--- src/rtl/uart_rx_deframer.sv ---
// uart_rx_deframer: 8N1 serial receiver with a one-entry byte buffer for the
// CPU peripheral bus. Samples the synchronised line at mid-bit, flags bad
// stop bits and bytes overwritten before the CPU consumed them.
//
// Handshake: rx_valid=1 means rx_data holds a byte the CPU has not consumed.
// The CPU pulses rx_ack for one clock to consume it. rx_ack is ignored while
// rx_valid=0. A new byte arriving while rx_valid=1 without a same-clock
// rx_ack sets the sticky rx_overrun flag, which the next rx_ack clears.
module uart_rx_deframer #(
   parameter int CLK_FREQ = 10_000_000,
   parameter int BAUD     = 9_600
) (
   input  logic       clk,
   input  logic       reset,
   input  logic       UART_RX,
   output logic [7:0] rx_data,
   output logic       rx_valid,
   input  logic       rx_ack,
   output logic       rx_overrun,
   output logic       frame_err,
   output logic       busy,
   output logic [2:0] state_dbg
);

   // BIT_CLKS must be at least 8 for the half-bit start check to make sense.
   localparam int BIT_CLKS  = CLK_FREQ / BAUD;
   localparam int HALF_CLKS = BIT_CLKS / 2;
   localparam int CNT_W     = $clog2(BIT_CLKS);
   localparam logic [CNT_W-1:0] CNT_BIT_END  = CNT_W'(BIT_CLKS - 1);
   localparam logic [CNT_W-1:0] CNT_HALF_END = CNT_W'(HALF_CLKS - 1);

   typedef enum logic [2:0] {
      ST_IDLE  = 3'd0,
      ST_START = 3'd1,
      ST_DATA  = 3'd2,
      ST_STOP  = 3'd3,
      ST_BREAK = 3'd4
   } state_t;

   state_t           state;
   state_t           state_next;
   logic             sync1;
   logic             sync2;
   logic             rx_s;
   logic [CNT_W-1:0] cnt;
   logic [2:0]       bitn;
   logic [7:0]       shreg;
   logic             cnt_clr;
   logic             take_bit;
   logic             deliver;
   logic             ferr_set;

   assign rx_s      = sync2;
   assign busy      = (state != ST_IDLE);
   assign state_dbg = state;

   // Two-flop synchroniser; idles high so reset does not look like a start bit.
   always_ff @(posedge clk or posedge reset) begin
      if (reset) begin
         sync1 <= 1'b1;
         sync2 <= 1'b1;
      end else begin
         sync1 <= UART_RX;
         sync2 <= sync1;
      end
   end

   // FSM state register.
   always_ff @(posedge clk or posedge reset) begin
      if (reset) begin
         state <= ST_IDLE;
      end else begin
         state <= state_next;
      end
   end

   // Next-state logic and per-clock strobes for counter, shifter and outputs.
   always_comb begin
      state_next = state;
      cnt_clr    = 1'b0;
      take_bit   = 1'b0;
      deliver    = 1'b0;
      ferr_set   = 1'b0;
      case (state)
         ST_IDLE: begin
            cnt_clr = 1'b1;
            if (!rx_s) begin
               state_next = ST_START;
            end
         end
         ST_START: begin
            // Half a bit in: a line that is high again was only a glitch.
            if (cnt == CNT_HALF_END) begin
               cnt_clr    = 1'b1;
               state_next = rx_s ? ST_IDLE : ST_DATA;
            end
         end
         ST_DATA: begin
            if (cnt == CNT_BIT_END) begin
               cnt_clr  = 1'b1;
               take_bit = 1'b1;
               if (bitn == 3'd7) begin
                  state_next = ST_STOP;
               end
            end
         end
         ST_STOP: begin
            if (cnt == CNT_BIT_END) begin
               cnt_clr = 1'b1;
               if (rx_s) begin
                  deliver    = 1'b1;
                  state_next = ST_IDLE;
               end else begin
                  ferr_set   = 1'b1;
                  state_next = ST_BREAK;
               end
            end
         end
         ST_BREAK: begin
            // A line held low must go idle before another frame can start.
            cnt_clr = 1'b1;
            if (rx_s) begin
               state_next = ST_IDLE;
            end
         end
         default: begin
            cnt_clr    = 1'b1;
            state_next = ST_IDLE;
         end
      endcase
   end

   // Bit-period clock counter; restarts on every state change and each data bit.
   always_ff @(posedge clk or posedge reset) begin
      if (reset) begin
         cnt <= '0;
      end else if (cnt_clr) begin
         cnt <= '0;
      end else begin
         cnt <= cnt + CNT_W'(1);
      end
   end

   // Data bit index and LSB-first shift register (new bits enter at the MSB).
   always_ff @(posedge clk or posedge reset) begin
      if (reset) begin
         bitn  <= 3'd0;
         shreg <= 8'h00;
      end else begin
         if (state != ST_DATA) begin
            bitn <= 3'd0;
         end else if (take_bit) begin
            bitn <= bitn + 3'd1;
         end
         if (take_bit) begin
            shreg <= {rx_s, shreg[7:1]};
         end
      end
   end

   // One-entry output buffer with overrun tracking and the frame error pulse.
   always_ff @(posedge clk or posedge reset) begin
      if (reset) begin
         rx_data    <= 8'h00;
         rx_valid   <= 1'b0;
         rx_overrun <= 1'b0;
         frame_err  <= 1'b0;
      end else begin
         frame_err <= ferr_set;
         if (deliver) begin
            rx_data  <= shreg;
            rx_valid <= 1'b1;
            // Only an unconsumed old byte can be lost; a same-clock ack consumes it.
            if (rx_valid) begin
               rx_overrun <= ~rx_ack;
            end
         end else if (rx_valid && rx_ack) begin
            rx_valid   <= 1'b0;
            rx_overrun <= 1'b0;
         end
      end
   end

endmodule

--- config.mk ---
export PLATFORM = sky130hd
export DESIGN_NAME = uart_rx_deframer
export DESIGN_NICKNAME = d
export VERILOG_FILES = /design/src/rtl/uart_rx_deframer.sv
export SDC_FILE = /design/constraint.sdc
export NUM_CORES = 1
export LEC_CHECK = 0
export CORE_UTILIZATION = 54
export CTS_CLUSTER_DIAMETER = 80
export CTS_CLUSTER_SIZE = 14
export DETAILED_ROUTE_END_ITERATION = 8
export GPL_TIMING_DRIVEN = 0
export PLACE_DENSITY = 0.75
export SLEW_MARGIN = 30
export SYNTH_ARGS = -nofsm -noshare
export SYNTH_HDL_FRONTEND = slang
export SYNTH_SLANG_ARGS = --single-unit
--- constraint.sdc ---
create_clock -name clk -period 2.6 [get_ports clk]
set_clock_uncertainty 0.2 [all_clocks]
set_input_delay 0.78 -clock clk [delete_from_list [all_inputs] [get_ports clk]]
set_output_delay 0.78 -clock clk [all_outputs]
set_load 0.01 [all_outputs]
==> impl_metrics.csv <==
group,metric,value,unit
outcome,status,"complete, but fails checks",
outcome,violations,"design-rule violations",
timing,rsz0062_at_grt,"false",
placed_design,place_area,1890,um^2
logic_synthesis,yosysTopAreaCell,"dfrtp_1",
timing,hold_violations,0,
critical_path,critPathMaxFanout,7,
critical_path,cp.depth,2,
placed_design,numPortBuffers,18,
clock_network,cts_tree,"yes",
timing,worst_slew_pin_slew,0.759,ns
global_route,grt_start_max_net_pins,39,
placed_design,finalWeightedCongestion,0.750,
pwr,total_power,1.12,mW
logic_synthesis,yosys_most_used_dff,"dfrtp_1",
critical_path,critPathSlowestCell,"clkdlybuf4s50_1",
logic_synthesis,avgSynthCellArea,12.2,um^2
logic_synthesis,syn-num-nets,145,
critical_path,crit_chain,"buf_4 -> clkdlybuf4s50_1",
timing,min_period,2.36,ns
logic_synthesis,synth_cell_types,35,
timing,fmax,424,MHz
pwr,p_int,0.924,mW
pwr,p_switching,0.201,mW
hold_path,hold_path_class,"register to register",
logic_synthesis,yosysMostFrequentCell,"dfrtp_1",
logic_synthesis,synth-edff-count,0,
floorplan,io_pins,19,
hold_path,holdPathStages,0,
timing,slew_viol_final,0,
floorplan,die_width,57.7,um
critical_path,crit_arrival,1.38,ns
logic_synthesis,synth_seq_cells,38,
logic_synthesis,async_reset_ff_share,100,%
placed_design,dp_hpwl,1960,um
cells_and_area,layout-drive-gt1-share,23.6,%
clock_network,clk_pin_slew_worst_paths,0.11,ns
floorplan,num_rows,19,
logic_synthesis,synth_area_leaders,"dfrtp_1 (54%), mux2_2 (11%), nor2_1 (4.0%)",
cells_and_area,nets,172,
critical_path,critPathKind,"register to output port",
global_route,grt_overflow,0,
pwr,p_comb_share,1.4,%
pwr,peakVddDrop,0.000368,V
cells_and_area,syn2layout_area_growth,21.0,%
floorplan,start_util,58.7,%
clock_network,clock_path_buffers,2,
timing,layout_worst_path_cycle_share,90.6,%
critical_path,crit_path_end_kind,"output port",
cells_and_area,antenna_cells,0,
cells_and_area,design_area,2030,um^2
logic_synthesis,syn_area,1680,um^2
critical_path,path_delay_family,"buffers and inverters",
critical_path,required,1.62,ns
clock_network,clk_latency,0.33,ns
global_route,antenna_found_initial,0,
timing,setup_violations,0,
clock_network,cts_buffers,5,
floorplan,dieArea,3330,um^2
clock_network,cts_hold_buf,0,
pwr,power_density,555,nW/um^2
global_route,grt_pass1_wl,4930,um
drt,routed_via_density,5.46,
critical_path,crit_path_start_kind,"register",
timing,tns,0,ns
cells_and_area,fin_util,71.1,%
drt,wl_per_cell,14.4,um
floorplan,die_y,57.7,um
drt,finalWirelength,2830,um
logic_synthesis,synth_common_cells,"dfrtp_1 (36), nor2_1 (18), mux2_2 (16)",
floorplan,design.core.area,2850,um^2
clock_network,htree_levels,2,
global_route,gr-usage-all-layers,19.8,%
critical_path,reg2reg_slack,0.54,ns
logic_synthesis,yosys.area.top_type_share,53.8,%
logic_synthesis,synth_warnings,0,
global_route,grt_pass1_vias,1084,
drt,first_iter_violations,26,
critical_path,crit_buf_inv,2,
timing,slew-limit-headroom,49.3,%
critical_path,r2r_cells,5,
pwr,p_sw_share,17.9,%
pwr,clkPwrFrac,45.7,%
drt,drtPass1Iterations,6,
critical_path,critPathMaxStageDelay,0.47,ns
drt,vias,1070,
drt,drcViolationCount,2,
clock_network,clockRootBuffer,"clkbuf_4",
drt,ant_nets,0,
pwr,p_leak,0.939,nW
logic_synthesis,syn-instance-count,137,
pwr,p_seq_share,52.9,%
logic_synthesis,seq_area_frac_synth,56.9,%
run,cap_violations,0,
clock_network,cts.sinks,38,
cell usage in the layout, fill, tap and decap left out, types with 2 or more instances in the layout:
cell / instances
nor2_1: 18
a21oi_1: 2
clkdlybuf4s50_1: 17
xor2_1: 5
ha_1: 4
inv_1: 6
nand2_1: 8
xnor2_1: 5
mux2i_1: 2
nand4_1: 2
dfstp_2: 2
dfrtp_2: 3
a31oi_1: 2
mux2_2: 16
buf_4: 3
nand3_1: 3
nor3_1: 4
dfrtp_1: 33
nor4bb_1: 2
bufinv_16: 2
clkbuf_4: 5
cell type report:
class | count | area, um^2
clock inverter | 2 | 60.1
multi-input combinational | 89 | 672
fill | 212 | 826
sequential | 38 | 957
buffer | 3 | 23.8
inverter | 7 | 26.3
tap | 31 | 38.8
clock buffer | 6 | 51.3
timing repair buffer | 20 | 198
final timing paths:
check | start | to
max | state_dbg[2] | state_dbg[2]
min | sync1 | rx_s
max reg2reg | cnt[5] | rx_data[1]
min reg2reg | sync1 | rx_s
max in group asynchronous | reset | state_dbg[1]
min in group asynchronous | reset | rx_data[3]
power groups by stage:
stage / Clock, mW / Combinational [mW] / Sequential, mW
floorplan: 0 / 0.00898 / 0.606
global placement: 0 / 0.0162 / 0.607
detailed placement: 0 / 0.0167 / 0.607
CTS: 0.523 / 0.0167 / 0.595
global route: 0.551 / 0.0186 / 0.596
finish: 0.514 / 0.0157 / 0.595
layer usage:
layer | track usage, % | part of all wire [%]
met5 | 0 | 0
met4 | 8.16 | 1.3
met3 | 5.13 | 3.3
met2 | 33.4 | 51
met1 | 24.5 | 45
per-stage QoR:
stage / hold WS [ns] / instances / setup WS, ns
floorplan: 0.145 / 137 / 0.726
global placement: 0.147 / 186 / 0.0130
detailed placement: 0.148 / 186 / 0.321
CTS: 0.164 / 196 / 0.0306
global route: 0.167 / 196 / 0.170
finish: 0.162 / 196 / 0.244
worst register-to-register path: stages, from the launching register on:
cell     delay (ns)
dfrtp_1        0.47
nor4_2         0.32
and4b_1        0.28
and3_1         0.16
buf_4          0.17
mux2_2         0.35
registers in the layout, indices dropped and copies added (netlist names):
name	flops
cnt	11
rx_data	8
shreg	8
bitn	3
state_dbg	3
frame_err	1
rx_overrun	1
rx_s	1
rx_valid	1
sync1	1
logic make-up after synthesis:
group | share of synthesized area [%]
xor+xnor | 5.23
simple gates | 15.3
buf+inv | 2.99
fa+ha+maj | 2.99
mux | 11.9
flops | 56.9
compound gates | 4.63
timing repair:
action	in CTS	in global routing
setup buffers	2	0
endpoints found under the setup margin	1	1
resized for setup	2	2
Note: power is estimated with default switching activity, not from simulation.
